$ cat src/rtl/uart_rx_cfg.sv
// rtl/uart_rx_cfg.sv - parametrised 4x oversampling UART receiver with status FIFO
module uart_rx_cfg #(
  parameter int CLK_DIV    = 108,
  parameter int DATA_BITS  = 8,
  parameter int PARITY     = 0,
  parameter int STOP_BITS  = 1,
  parameter int FIFO_DEPTH = 4
) (
  input  logic                        clk,
  input  logic                        rst,
  input  logic                        rx,
  input  logic                        rready,
  output logic                        rvalid,
  output logic [DATA_BITS-1:0]        rdata,
  output logic                        rperr,
  output logic                        rferr,
  output logic                        rbreak,
  output logic                        overflow,
  output logic [$clog2(FIFO_DEPTH):0] fifo_level
);
  localparam int CW = (CLK_DIV > 1) ? $clog2(CLK_DIV) : 1;
  localparam int AW = $clog2(FIFO_DEPTH);
  localparam int EW = DATA_BITS + 3;
  localparam int BW = 4;

  typedef enum logic [2:0] {S_IDLE, S_START, S_DATA, S_PARITY, S_STOP} state_t;
  state_t state, state_nx;

  logic [1:0]           sync;
  logic                 s;
  logic [CW-1:0]        tcnt;
  logic                 tick;
  logic                 prev_s;
  logic [1:0]           phase;
  logic [1:0]           ph_now;
  logic                 smp1, smp2;
  logic                 vote;
  logic                 bit_done;
  logic [BW-1:0]        bidx;
  logic [DATA_BITS-1:0] shreg;
  logic                 par_acc, zero_acc, perr_r, ferr_r, brk_r;
  logic                 ferr_now, brk_now;
  logic                 push;
  logic [EW-1:0]        entry;

  logic [EW-1:0]        mem [FIFO_DEPTH];
  logic [AW-1:0]        wptr, rptr;
  logic [AW:0]          count;
  logic                 full, do_pop, do_push;

  assign s        = sync[1];
  assign tick     = (tcnt == CW'(CLK_DIV - 1));
  assign ph_now   = phase + 2'd1;
  assign vote     = (smp1 & smp2) | (smp1 & s) | (smp2 & s);
  assign bit_done = tick && (ph_now == 2'd3);

  // Two-flop synchroniser on the asynchronous rx pin, idles high
  always_ff @(posedge clk or posedge rst) begin
    if (rst) sync <= 2'b11;
    else     sync <= {sync[0], rx};
  end

  // Free-running oversample tick divider
  always_ff @(posedge clk or posedge rst) begin
    if (rst)       tcnt <= '0;
    else if (tick) tcnt <= '0;
    else           tcnt <= tcnt + 1'b1;
  end

  // Frame FSM state register
  always_ff @(posedge clk or posedge rst) begin
    if (rst) state <= S_IDLE;
    else     state <= state_nx;
  end

  // Next-state logic; push fires on the phase-3 tick of the last stop bit
  always_comb begin
    state_nx = state;
    push     = 1'b0;
    case (state)
      S_IDLE:   if (tick && !s && prev_s) state_nx = S_START;
      S_START:  if (bit_done) state_nx = vote ? S_IDLE : S_DATA;
      S_DATA:   if (bit_done && bidx == BW'(DATA_BITS - 1))
                  state_nx = (PARITY != 0) ? S_PARITY : S_STOP;
      S_PARITY: if (bit_done) state_nx = S_STOP;
      S_STOP:   if (bit_done && bidx == BW'(STOP_BITS - 1)) begin
                  state_nx = S_IDLE;
                  push     = 1'b1;
                end
      default:  state_nx = S_IDLE;
    endcase
  end

  // Bit sampling, data shift and per-frame status accumulation
  always_ff @(posedge clk or posedge rst) begin
    if (rst) begin
      prev_s   <= 1'b0;
      phase    <= '0;
      smp1     <= 1'b1;
      smp2     <= 1'b1;
      bidx     <= '0;
      shreg    <= '0;
      par_acc  <= 1'b0;
      zero_acc <= 1'b1;
      perr_r   <= 1'b0;
      ferr_r   <= 1'b0;
      brk_r    <= 1'b0;
    end else if (tick) begin
      prev_s <= s;
      if (state == S_IDLE) begin
        phase    <= '0;
        bidx     <= '0;
        par_acc  <= 1'b0;
        zero_acc <= 1'b1;
        perr_r   <= 1'b0;
        ferr_r   <= 1'b0;
        brk_r    <= 1'b0;
      end else begin
        phase <= ph_now;
        if (ph_now == 2'd1) smp1 <= s;
        if (ph_now == 2'd2) smp2 <= s;
        if (ph_now == 2'd3) begin
          case (state)
            S_DATA: begin
              shreg    <= {vote, shreg[DATA_BITS-1:1]};
              par_acc  <= par_acc ^ vote;
              zero_acc <= zero_acc & ~vote;
              bidx     <= (bidx == BW'(DATA_BITS - 1)) ? '0 : bidx + 1'b1;
            end
            S_PARITY: begin
              perr_r   <= (PARITY == 1) ? ~(par_acc ^ vote) : (par_acc ^ vote);
              zero_acc <= zero_acc & ~vote;
            end
            S_STOP: begin
              if (!vote) ferr_r <= 1'b1;
              if (bidx == '0) brk_r <= zero_acc & ~vote;
              bidx <= bidx + 1'b1;
            end
            default: ;
          endcase
        end
      end
    end
  end

  // The final stop vote is folded in combinationally so the push carries it
  always_comb begin
    ferr_now = ferr_r | ~vote;
    brk_now  = (bidx == '0) ? (zero_acc & ~vote) : brk_r;
    entry    = {brk_now, ferr_now, perr_r, shreg};
  end

  assign full    = (count == (AW + 1)'(FIFO_DEPTH));
  assign do_pop  = rvalid & rready;
  assign do_push = push & (~full | do_pop);

  // FIFO storage write port
  always_ff @(posedge clk) begin
    if (do_push) mem[wptr] <= entry;
  end

  // FIFO pointers, occupancy and drop pulse
  always_ff @(posedge clk or posedge rst) begin
    if (rst) begin
      wptr     <= '0;
      rptr     <= '0;
      count    <= '0;
      overflow <= 1'b0;
    end else begin
      overflow <= push & full & ~do_pop;
      if (do_push) wptr <= wptr + 1'b1;
      if (do_pop)  rptr <= rptr + 1'b1;
      case ({do_push, do_pop})
        2'b10:   count <= count + 1'b1;
        2'b01:   count <= count - 1'b1;
        default: count <= count;
      endcase
    end
  end

  assign rvalid     = (count != '0);
  assign fifo_level = count;
  assign {rbreak, rferr, rperr, rdata} = rvalid ? mem[rptr] : '0;
endmodule

$ cat config.mk
export PLATFORM = sky130hd
export DESIGN_NAME = uart_rx_cfg
export DESIGN_NICKNAME = d
export VERILOG_FILES = /design/src/rtl/uart_rx_cfg.sv
export SDC_FILE = /design/constraint.sdc
export NUM_CORES = 1
export LEC_CHECK = 0
export ABC_AREA = 1
export BUFFER_PORTS_ARGS = -buffer_cell sky130_fd_sc_hd__buf_2
export CAP_MARGIN = 20
export CORE_MARGIN = 5
export CORE_UTILIZATION = 40
export CTS_CLUSTER_DIAMETER = 120
export DETAILED_ROUTE_END_ITERATION = 8
export PLACE_DENSITY = 0.58
export SYNTH_ARGS = -nofsm -noshare
export SYNTH_HDL_FRONTEND = slang
export SYNTH_SLANG_ARGS = --single-unit
$ cat constraint.sdc
create_clock -name clk -period 2.5 [get_ports clk]
set_clock_uncertainty 0.15 [all_clocks]
set_input_delay 0.375 -clock clk [delete_from_list [all_inputs] [get_ports clk]]
set_output_delay 0.375 -clock clk [all_outputs]
set_load 0.01 [all_outputs]
==> results of run 1 <==
-- cells in the final DEF, fill, tap and decap left out, types with 2 or more instances in the layout --
cell and n:
buf_2 19, dfrtp_1 36, dfstp_2 5, mux2i_1 8, clkbuf_8 9, inv_1 44
ha_1 11, dlygate4sd3_1 2, nor3_1 2, edfxtp_1 44, nor2_1 61, a21oi_1 18
o21ai_0 39, nand3_2 2, inv_2 5, xnor2_1 2, nand4_1 8, nand2_2 2
nand2_1 47, inv_6 2, nor2_4 2, xor2_1 3, buf_4 10, o21ai_1 4
nand3_1 14, nor2_2 2
-- worst max-delay path, delay by kind of cell (launching register included) --
family	cells	cell delay [ps]
compound gates	2	260
xor+xnor	1	140
fa+ha+maj	3	710
buf+inv	4	260
flops	1	380
simple gates	3	280
-- area by class of cell --
class	instances	area [um2]	area share (%)
Timing Repair Buffer	31	190.2	4.359
Clock buffer	9	123.9	2.839
Clock inverter	7	80.08	1.835
Multi-Input combinational cell	231	1240	28.42
Sequential cell	86	2380	54.55
Inverter	50	187.7	4.302
Tap cell	129	161.4	3.699
-- stage by stage --
| step | total power [mW] | hold WS [ps] | cells | util, % |
|---|---|---|---|---|
| 2_1_floorplan | 2.213 | 195.2 | 377 | - |
| 3_3_place_gp | 2.502 | 196.1 | 525 | 44.36 |
| 3_5_place_dp | 2.524 | 196.8 | 525 | 44.36 |
| 4_1_cts | 3.523 | 210.4 | 543 | 46.76 |
| 5_1_grt | 3.684 | 219.9 | 543 | 46.77 |
| 6_report | 3.481 | 209.8 | 543 | 46.77 |
-- cell families after synthesis --
kind of cell    after synthesis  synth area share [%]
compound gates               64                 8.510
buf+inv                      60                 6.073
xor+xnor                      5                 1.137
fa+ha+maj                    13                 4.352
mux                           8                 2.079
flops                        86                 61.74
simple gates                141                 16.11
-- per-layer routing --
metal | global-route usage, % | vias up
met5 | 0 | -
met4 | 5.230 | 0
met3 | 2.746 | 16
met2 | 22.60 | 41
met1 | 15.72 | 1152
li1 | - | 1312
-- flip-flops by register name, summed over array words and instances (netlist names) --
signal and flops:
smp2 1, shreg 8, ferr_r 1, bidx 4, par_acc 1, state 3
fifo_level 3, tcnt 7, mem 44, smp1 1, zero_acc 1, phase 2
brk_r 1, sync 2, perr_r 1, prev_s 1, wptr 2, rptr 2
overflow 1
-- worst max-delay path by stage --
stage | slack [ps] | depth (start not counted) | from | end
global placement | 250 | 12 | tcnt[0] | fifo_level[2]
detailed placement | 210 | 12 | tcnt[0] | fifo_level[2]
global route | 50 | 13 | bidx[0] | fifo_level[2]
CTS | 130 | 6 | rptr[0] | rdata[4]
floorplan | 310 | 12 | tcnt[0] | fifo_level[2]
finish | 200 | 13 | bidx[0] | fifo_level[2]
-- power by group through the flow --
stage               registers, mW  clock network, mW  logic (mW)
detailed placement           1.62                  0       0.908
global route                 1.59               1.08        1.01
floorplan                    1.59                  0       0.620
CTS                          1.59               1.02       0.914
global placement             1.61                  0       0.889
finish                       1.59               1.00       0.892
-- repair_timing --
action                                  CTS  global route
gates resized for setup                   0             1
endpoints found under the setup margin    0             1
hold endpoints to repair                 18             0
hold buffers                              2             0
==> flow_metrics.py, run 1 <==
metrics = {
    "route": {
        "drt.antenna.violating_nets": 0,
        "vias": 2521,
        "routed_via_density": 4.643,
        "top_layer_used": "met4",
        "wl_per_cell_um": 13.13,
        "drt_wl_total_um": 7127,
        "wl_met3_um": 205,
        "drt_iter0_drc": 63,
        "met2WireLength_um": 3549,
        "drc": 0,
        "drt_pass1_iterations": 4,
        "m1WireLength_um": 3210,
    },
    "power_and_ir_drop": {
        "switchingPower_mw": 1.133,
        "p_sw_share_pct": 32.55,
        "power.density_nw_per_um2": 797.8,
        "p_int_mw": 2.348,
        "clkPwrFrac_pct": 28.8,
        "irDropWorstVdd_mv": 0.3654,
        "pwr-share-seq_pct": 45.6,
        "combPwrFrac_pct": 25.6,
        "leakage_nw": 2.015,
    },
    "critical_path": {
        "cp_common_cell": "inv_1",
        "crit_path_start_kind": "flop",
        "crit_type": "flop to flop",
        "crit_path_max_fanout": 8,
        "r2r_cells": 13,
        "max_stage_delay_ps": 380,
        "end_kind": "flop",
        "r2r_slack_ps": 200,
        "cpMaxStageDelayCell": "dfrtp_1",
        "crit_chain": "inv_1 > ha_1 > nand3_1 > inv_1 > nand3_2 > inv_2 > nand3_4 > ha_1 > inv_1 > fa_1 > a21oi_1 > o21ai_0 > xnor2_1",
        "r2r_end": "fifo_level[2]",
        "r2r_start": "bidx[0]",
        "arrival_ps": 2380,
        "worstPathRequired_ps": 2590,
    },
    "yosys": {
        "synthTopCellsByCount": "nor2_1 (61), nand2_1 (47), inv_1 (45)",
        "netlist_instances": 377,
        "yosysUniqueCellTypes": 31,
        "synth_flop_cell": "edfxtp_1",
        "yosysTopAreaCell": "edfxtp_1",
        "synth.area.top_cells": "edfxtp_1 (34%), dfrtp_1 (24%), nor2_1 (5.9%)",
        "seq_area_frac_synth_pct": 61.74,
        "async_flop_share_pct": 48.84,
        "synth_edf_count": 44,
        "yosys_warnings": 0,
        "yosysMostFrequentCell": "nor2_1",
        "ys_ff_latch": 86,
        "syn_area_per_cell_um2": 10.22,
        "netlist.area_leader.share_pct": 34.30,
        "syn_nets": 393,
        "syn_area_um2": 3852,
    },
    "cells_and_area": {
        "final_area_um2": 4363,
        "fillers": 886,
        "drive_gt1_share_pct": 15.70,
        "nets": 425,
        "area_growth_syn_to_layout_pct": 13.25,
        "antenna_cells": 0,
    },
    "outcome": {
        "status": "finished clean",
    },
    "cts": {
        "cts_max_level": 3,
        "cts.sinks": 86,
        "clkLatencyLatePin_ps": 350,
        "numCtsBuffers": 9,
        "clk_pin_slew_ps": 90,
        "cts_buffer_depth": 2,
        "clock-root-buffer": "clkbuf_8",
        "postCtsSetupRepairBufs": 0,
        "cts_tree": "built",
    },
    "die": {
        "die_h_um": 108.1,
        "dieArea_um2": 11690,
        "core.rowCount": 35,
        "ioPinCount": 20,
        "core_area_um2": 9328,
        "start_util_pct": 41.30,
        "fp.dieW_um": 108.1,
    },
    "sta": {
        "slew_headroom_pct": 63.01,
        "setup_violations": 0,
        "slew_viol_final": 0,
        "worst_pin_slew_ps": 549.0,
        "hold_viol_final": 0,
        "fin_ws_ps": 201.9,
        "setup_tns_ps": 0,
        "fin_crit_sh_pct": 91.92,
        "rsz0062_at_grt": "false",
        "max_freq_mhz": 435.1,
        "post-route-min-period_ps": 2298,
    },
    "grt": {
        "grt_usage_pct": 12.99,
        "grt_pass1_wl_um": 11750,
        "grt_overflow_total": 0,
        "grt_start_max_net_pins": 25,
        "antenna_found_initial": 0,
        "grt_pass1_vias": 2439,
    },
    "place": {
        "io_buffers": 19,
        "dpl.hpwl_um": 4849,
        "gp_congestion": 0.7952,
        "pre_cts_ws_ps": 208.0,
        "dpl-instance-area_um2": 4138,
    },
    "hold_path": {
        "worstHoldStart": "sync[0]",
        "min_to": "sync[1]",
        "min_path_cells": 0,
        "holdCritPathClass": "flop to flop",
    },
    "flow_run": {
        "drv_cap": 0,
    },
}
Note: power is estimated with default switching activity, not from simulation.
==> run 2, diff against run 1 <==
- CORE_UTILIZATION: 40 -> 43
- PLACE_DENSITY: 0.58 -> 0.61
==> flow_metrics.py, run 2 (same netlist as run 1, synthesis figures left out) <==
metrics = {
    "grt": {
        "grt_start_max_net_pins": 43,
        "grt_pass1_vias": 2519,
        "antenna_found_initial": 0,
        "grt_pass1_wl_um": 12340,
        "grt_usage_pct": 13.98,
        "grt_overflow_total": 0,
    },
    "place": {
        "gp_congestion": 0.7769,
        "io_buffers": 19,
        "dpl.hpwl_um": 4725,
        "dpl-instance-area_um2": 4116,
    },
    "route": {
        "drt_iter0_drc": 118,
        "drc": 0,
        "drt_wl_total_um": 7221,
        "vias": 2588,
        "drt_pass1_iterations": 4,
        "wl_per_cell_um": 13.81,
        "drt.antenna.violating_nets": 0,
        "routed_via_density": 4.948,
    },
    "cts": {
        "clkLatencyLatePin_ps": 360,
        "numCtsBuffers": 9,
        "cts_max_level": 3,
        "clock-root-buffer": "clkbuf_8",
        "cts_buffer_depth": 2,
        "cts_tree": "built",
        "clk_pin_slew_ps": 90,
        "cts.sinks": 86,
    },
    "cells_and_area": {
        "reg.largest.list": "mem (44), shreg (8), tcnt (7)",
        "final_common_cell": "nor2_1",
        "layout_common_cells": "nor2_1 (61), nand2_1 (47), inv_1 (44), edfxtp_1 (44), o21ai_0 (39)",
        "multi_input_area_um2": 1245,
        "final_area_um2": 4387,
        "antenna_cells": 0,
        "largest-register": "mem",
        "nets": 426,
        "seq_area_um2": 2380,
        "fillers": 764,
        "area_growth_syn_to_layout_pct": 13.87,
        "final_util_pct": 50.30,
        "drive_gt1_share_pct": 16.14,
        "largest_reg_flops": 44,
    },
    "die": {
        "start_util_pct": 44.18,
        "dieArea_um2": 10950,
        "ioPinCount": 20,
        "die_h_um": 104.7,
        "core_area_um2": 8721,
        "fp.dieW_um": 104.7,
        "core.rowCount": 34,
    },
    "critical_path": {
        "crit_path_start_kind": "flop",
        "arrival_ps": 2370,
        "end_kind": "flop",
        "worstPathRequired_ps": 2600,
        "r2r_slack_ps": 230,
        "crit_path_max_fanout": 8,
        "crit_type": "flop to flop",
    },
    "sta": {
        "slew_headroom_pct": 61.47,
        "max_freq_mhz": 440.0,
        "setup_violations": 0,
        "slew_viol_final": 0,
        "hold_viol_final": 0,
        "fin_crit_sh_pct": 90.92,
        "rsz0062_at_grt": "false",
        "setup_tns_ps": 0,
        "fin_hold_ws_ps": 210.9,
        "post-route-min-period_ps": 2273,
        "worst_pin_slew_ps": 571.9,
    },
    "power_and_ir_drop": {
        "p_total_mw": 3.598,
        "irDropWorstVdd_mv": 0.2717,
        "leakage_nw": 2.041,
        "power.density_nw_per_um2": 820.1,
    },
    "flow_run": {
        "drv_cap": 0,
    },
    "outcome": {
        "status": "finished clean",
    },
    "hold_path": {
        "holdCritPathClass": "flop to flop",
    },
}
==> run 2: cell count changes in the layout (fill, tap and decap cells not counted), sizes merged <==
| cell | change |
|---|---|
| buf | +1 |
| clkinvlp | -1 |
| bufinv | +1 |
==> run 2: area by class of cell <==
cell class	count	share of cell area, %
well taps	108	3.080
clock buffers	9	2.824
multi-input cells	231	28.38
clock inverters	7	2.396
flip-flops and latches	86	54.25
repair buffers	32	4.792
inverters	50	4.278
==> run 2: timing repair <==
action,4_1_cts,5_1_grt
gates resized for setup,0,2
setup buffers,0,2
hold buffers,2,0
hold endpoints to repair,38,0
setup endpoints to repair,0,10
==> run 2: routing by layer <==
layer / routed length (um) / global-route usage, % / vias up
met2: 3506 / 22.71 / 37
met5: 0 / 0 / -
met4: 162 / 6.119 / 0
met1: 3319 / 17.88 / 1225
met3: 232 / 3.329 / 12
li1: - / - / 1314
==> run 2: per-stage QoR <==
stage	cells	setup slack, ps
floorplan	377	310.0
global placement	503	266.8
detailed placement	503	202.6
CTS	521	67.09
global route	523	0.4212
finish	523	227.1
==> run 2: power breakdown <==
part           internal [mW]  total, mW  switching [mW]
Sequential              1.52       1.59          0.0681
Clock                  0.580       1.12           0.537
Combinational          0.347      0.887           0.540
==> run 2: path summary, 6_finish.rpt <==
check / startpoint / to / cells past startpoint
min in group asynchronous: rst / prev_s / 4
setup / recovery: tcnt[0] / fifo_level[2] / 12
hold / removal: sync[0] / sync[1] / 0
max in group asynchronous: rst / zero_acc / 4
setup reg to reg: tcnt[0] / fifo_level[2] / 12
hold reg to reg: sync[0] / sync[1] / 0
==> run 2: worst max-delay path: stages (launching register included) <==
cell,delay [ps]
dfrtp_1,420
ha_1,250
nand3_2,100
nor2_4,40
nand3_2,80
inv_2,50
nand3_4,90
ha_1,150
inv_1,60
fa_1,380
a21oi_1,140
o21ai_0,110
xnor2_1,130
==> run 3, diff against run 2 <==
- CAP_MARGIN: 20 -> 40
- CORE_UTILIZATION: 43 -> 59
- PLACE_DENSITY: 0.61 -> 0.79
==> flow_metrics.py, run 3 (same netlist as run 1, synthesis figures left out) <==
metrics = {
    "outcome": {
        "status": "finished clean",
    },
    "sta": {
        "setup_tns_ps": 0,
        "rsz0062_at_grt": "false",
        "worst_pin_slew_ps": 816.9,
        "setup_violations": 0,
        "fin_crit_sh_pct": 92.43,
        "slew_headroom_pct": 45.20,
        "max_freq_mhz": 432.8,
        "slew_viol_final": 0,
        "hold_viol_final": 0,
        "post-route-min-period_ps": 2311,
    },
    "hold_path": {
        "holdCritPathClass": "flop to flop",
    },
    "cts": {
        "numCtsBuffers": 9,
        "clk_pin_slew_ps": 100,
        "cts_tree": "built",
        "cts.sinks": 86,
        "cts_buffer_depth": 2,
        "clock-root-buffer": "clkbuf_8",
        "clkLatencyLatePin_ps": 360,
        "postCtsSetupRepairBufs": 0,
        "cts_max_level": 3,
    },
    "cells_and_area": {
        "final_common_cell": "nor2_1",
        "largest-register": "mem",
        "reg.largest.list": "mem (44), shreg (8), tcnt (7)",
        "largest_reg_flops": 44,
        "area_growth_syn_to_layout_pct": 11.72,
        "final_util_pct": 67.78,
        "fillers": 476,
        "drive_gt1_share_pct": 15.25,
        "layout_common_cells": "nor2_1 (61), nand2_1 (47), inv_1 (44), edfxtp_1 (44), o21ai_0 (39)",
        "nets": 424,
        "antenna_cells": 0,
    },
    "critical_path": {
        "max_stage_delay_ps": 420,
        "cpMaxStageDelayCell": "dfrtp_1",
        "crit_type": "flop to flop",
        "arrival_ps": 2420,
        "cp_common_cell": "ha_1",
        "worstPathRequired_ps": 2610,
        "crit_path_max_fanout": 8,
        "crit_chain": "ha_1 > nand3_1 > nor2_4 > nand3_2 > inv_2 > nand3_4 > ha_1 > inv_1 > fa_1 > a21oi_1 > o21ai_0 > xnor2_1",
        "worst_path_dominant_cell_family": "adder cells",
        "cp_num_buf_inv": 2,
        "r2r_slack_ps": 190,
        "crit_path_start_kind": "flop",
        "end_kind": "flop",
    },
    "die": {
        "dieArea_um2": 8246,
        "core_area_um2": 6350,
        "start_util_pct": 60.67,
        "die_h_um": 90.81,
        "ioPinCount": 20,
        "fp.dieW_um": 90.81,
        "core.rowCount": 29,
    },
    "power_and_ir_drop": {
        "combPwrFrac_pct": 25.3,
        "leakage_nw": 2.004,
        "power.density_nw_per_um2": 814.1,
        "clkPwrFrac_pct": 28.9,
        "irDropWorstVdd_mv": 0.5699,
        "switchingPower_mw": 1.155,
        "p_sw_share_pct": 32.96,
        "p_int_mw": 2.349,
        "pwr-share-seq_pct": 45.8,
    },
    "place": {
        "gp_congestion": 0.7982,
        "io_buffers": 19,
        "dpl.hpwl_um": 4880,
    },
    "route": {
        "drt_iter0_drc": 118,
        "vias": 2635,
        "routed_via_density": 5.378,
        "drt.antenna.violating_nets": 0,
        "drt_pass1_iterations": 4,
        "wl_per_cell_um": 14.88,
        "drt_wl_total_um": 7292,
        "drc": 0,
    },
    "grt": {
        "grt_start_max_net_pins": 24,
        "grt_overflow_total": 0,
        "grt_pass1_wl_um": 12620,
        "grt_usage_pct": 19.29,
        "antenna_found_initial": 0,
        "grt_pass1_vias": 2675,
    },
    "flow_run": {
        "drv_cap": 0,
    },
}
## run 3: final cells by class
class | instances | area (um2) | share of cell area (%)
multi-input combinational | 231 | 1240 | 28.81
sequential | 86 | 2380 | 55.29
inverter | 50 | 187.7 | 4.360
tap | 77 | 96.34 | 2.238
clock buffer | 9 | 123.9 | 2.878
timing repair buffer | 30 | 195.2 | 4.535
clock inverter | 7 | 81.33 | 1.890
## run 3: power by group through the flow
| stage | Combinational [mW] | Clock [mW] | Sequential, mW |
|---|---|---|---|
| 2_1_floorplan | 0.620 | 0 | 1.59 |
| 3_3_place_gp | 0.849 | 0 | 1.63 |
| 3_5_place_dp | 0.882 | 0 | 1.63 |
| 4_1_cts | 0.888 | 1.03 | 1.60 |
| 5_1_grt | 0.999 | 1.10 | 1.62 |
| 6_report | 0.886 | 1.01 | 1.60 |
## run 3: per-layer routing
layer	share of wire, %	vias up	GRT usage (%)	routed length (um)
met4	2.1	0	9.658	151
met5	0	-	0	0
met3	4.2	15	3.500	305
met2	52	62	32.26	3761
met1	42	1253	23.96	3074
li1	-	1305	-	-
## run 3: worst register-to-register path: cells and delay by family, from the launching register on
family / cells / cell delay [ps]
AOI/OAI and AO/OA: 2 / 260
xor gates and xnor gates: 1 / 140
adders and majority gates: 3 / 770
buffers and inverters: 2 / 110
DFF: 1 / 420
and+or+nand+nor: 4 / 350
## run 3: per-stage QoR
stage	instances	cell area, um2	power [mW]	hold slack [ps]	setup slack, ps
floorplan	377	3852	2.213	195.2	310.0
global placement	472	4078	2.479	196.5	273.1
detailed placement	472	4078	2.514	196.8	209.1
CTS	490	4303	3.521	209.5	29.15
global route	490	4304	3.713	213.6	36.12
finish	490	4304	3.504	208.6	189.2
## run 3: repair_timing
action / 4_1_cts / 5_1_grt
endpoints found under the setup margin: 0 / 11
gates resized for setup: 0 / 1
hold endpoints to repair: 17 / 0
hold buffers: 2 / 0
## run 3: path summary, 6_finish.rpt
kind / startpoint / endpoint / depth (start not counted)
max in group asynchronous: rst / smp1 / 4
max reg2reg: tcnt[0] / fifo_level[2] / 12
min reg2reg: sync[0] / sync[1] / 0
min: sync[0] / sync[1] / 0
min in group asynchronous: rst / brk_r / 3
max: tcnt[0] / fifo_level[2] / 12
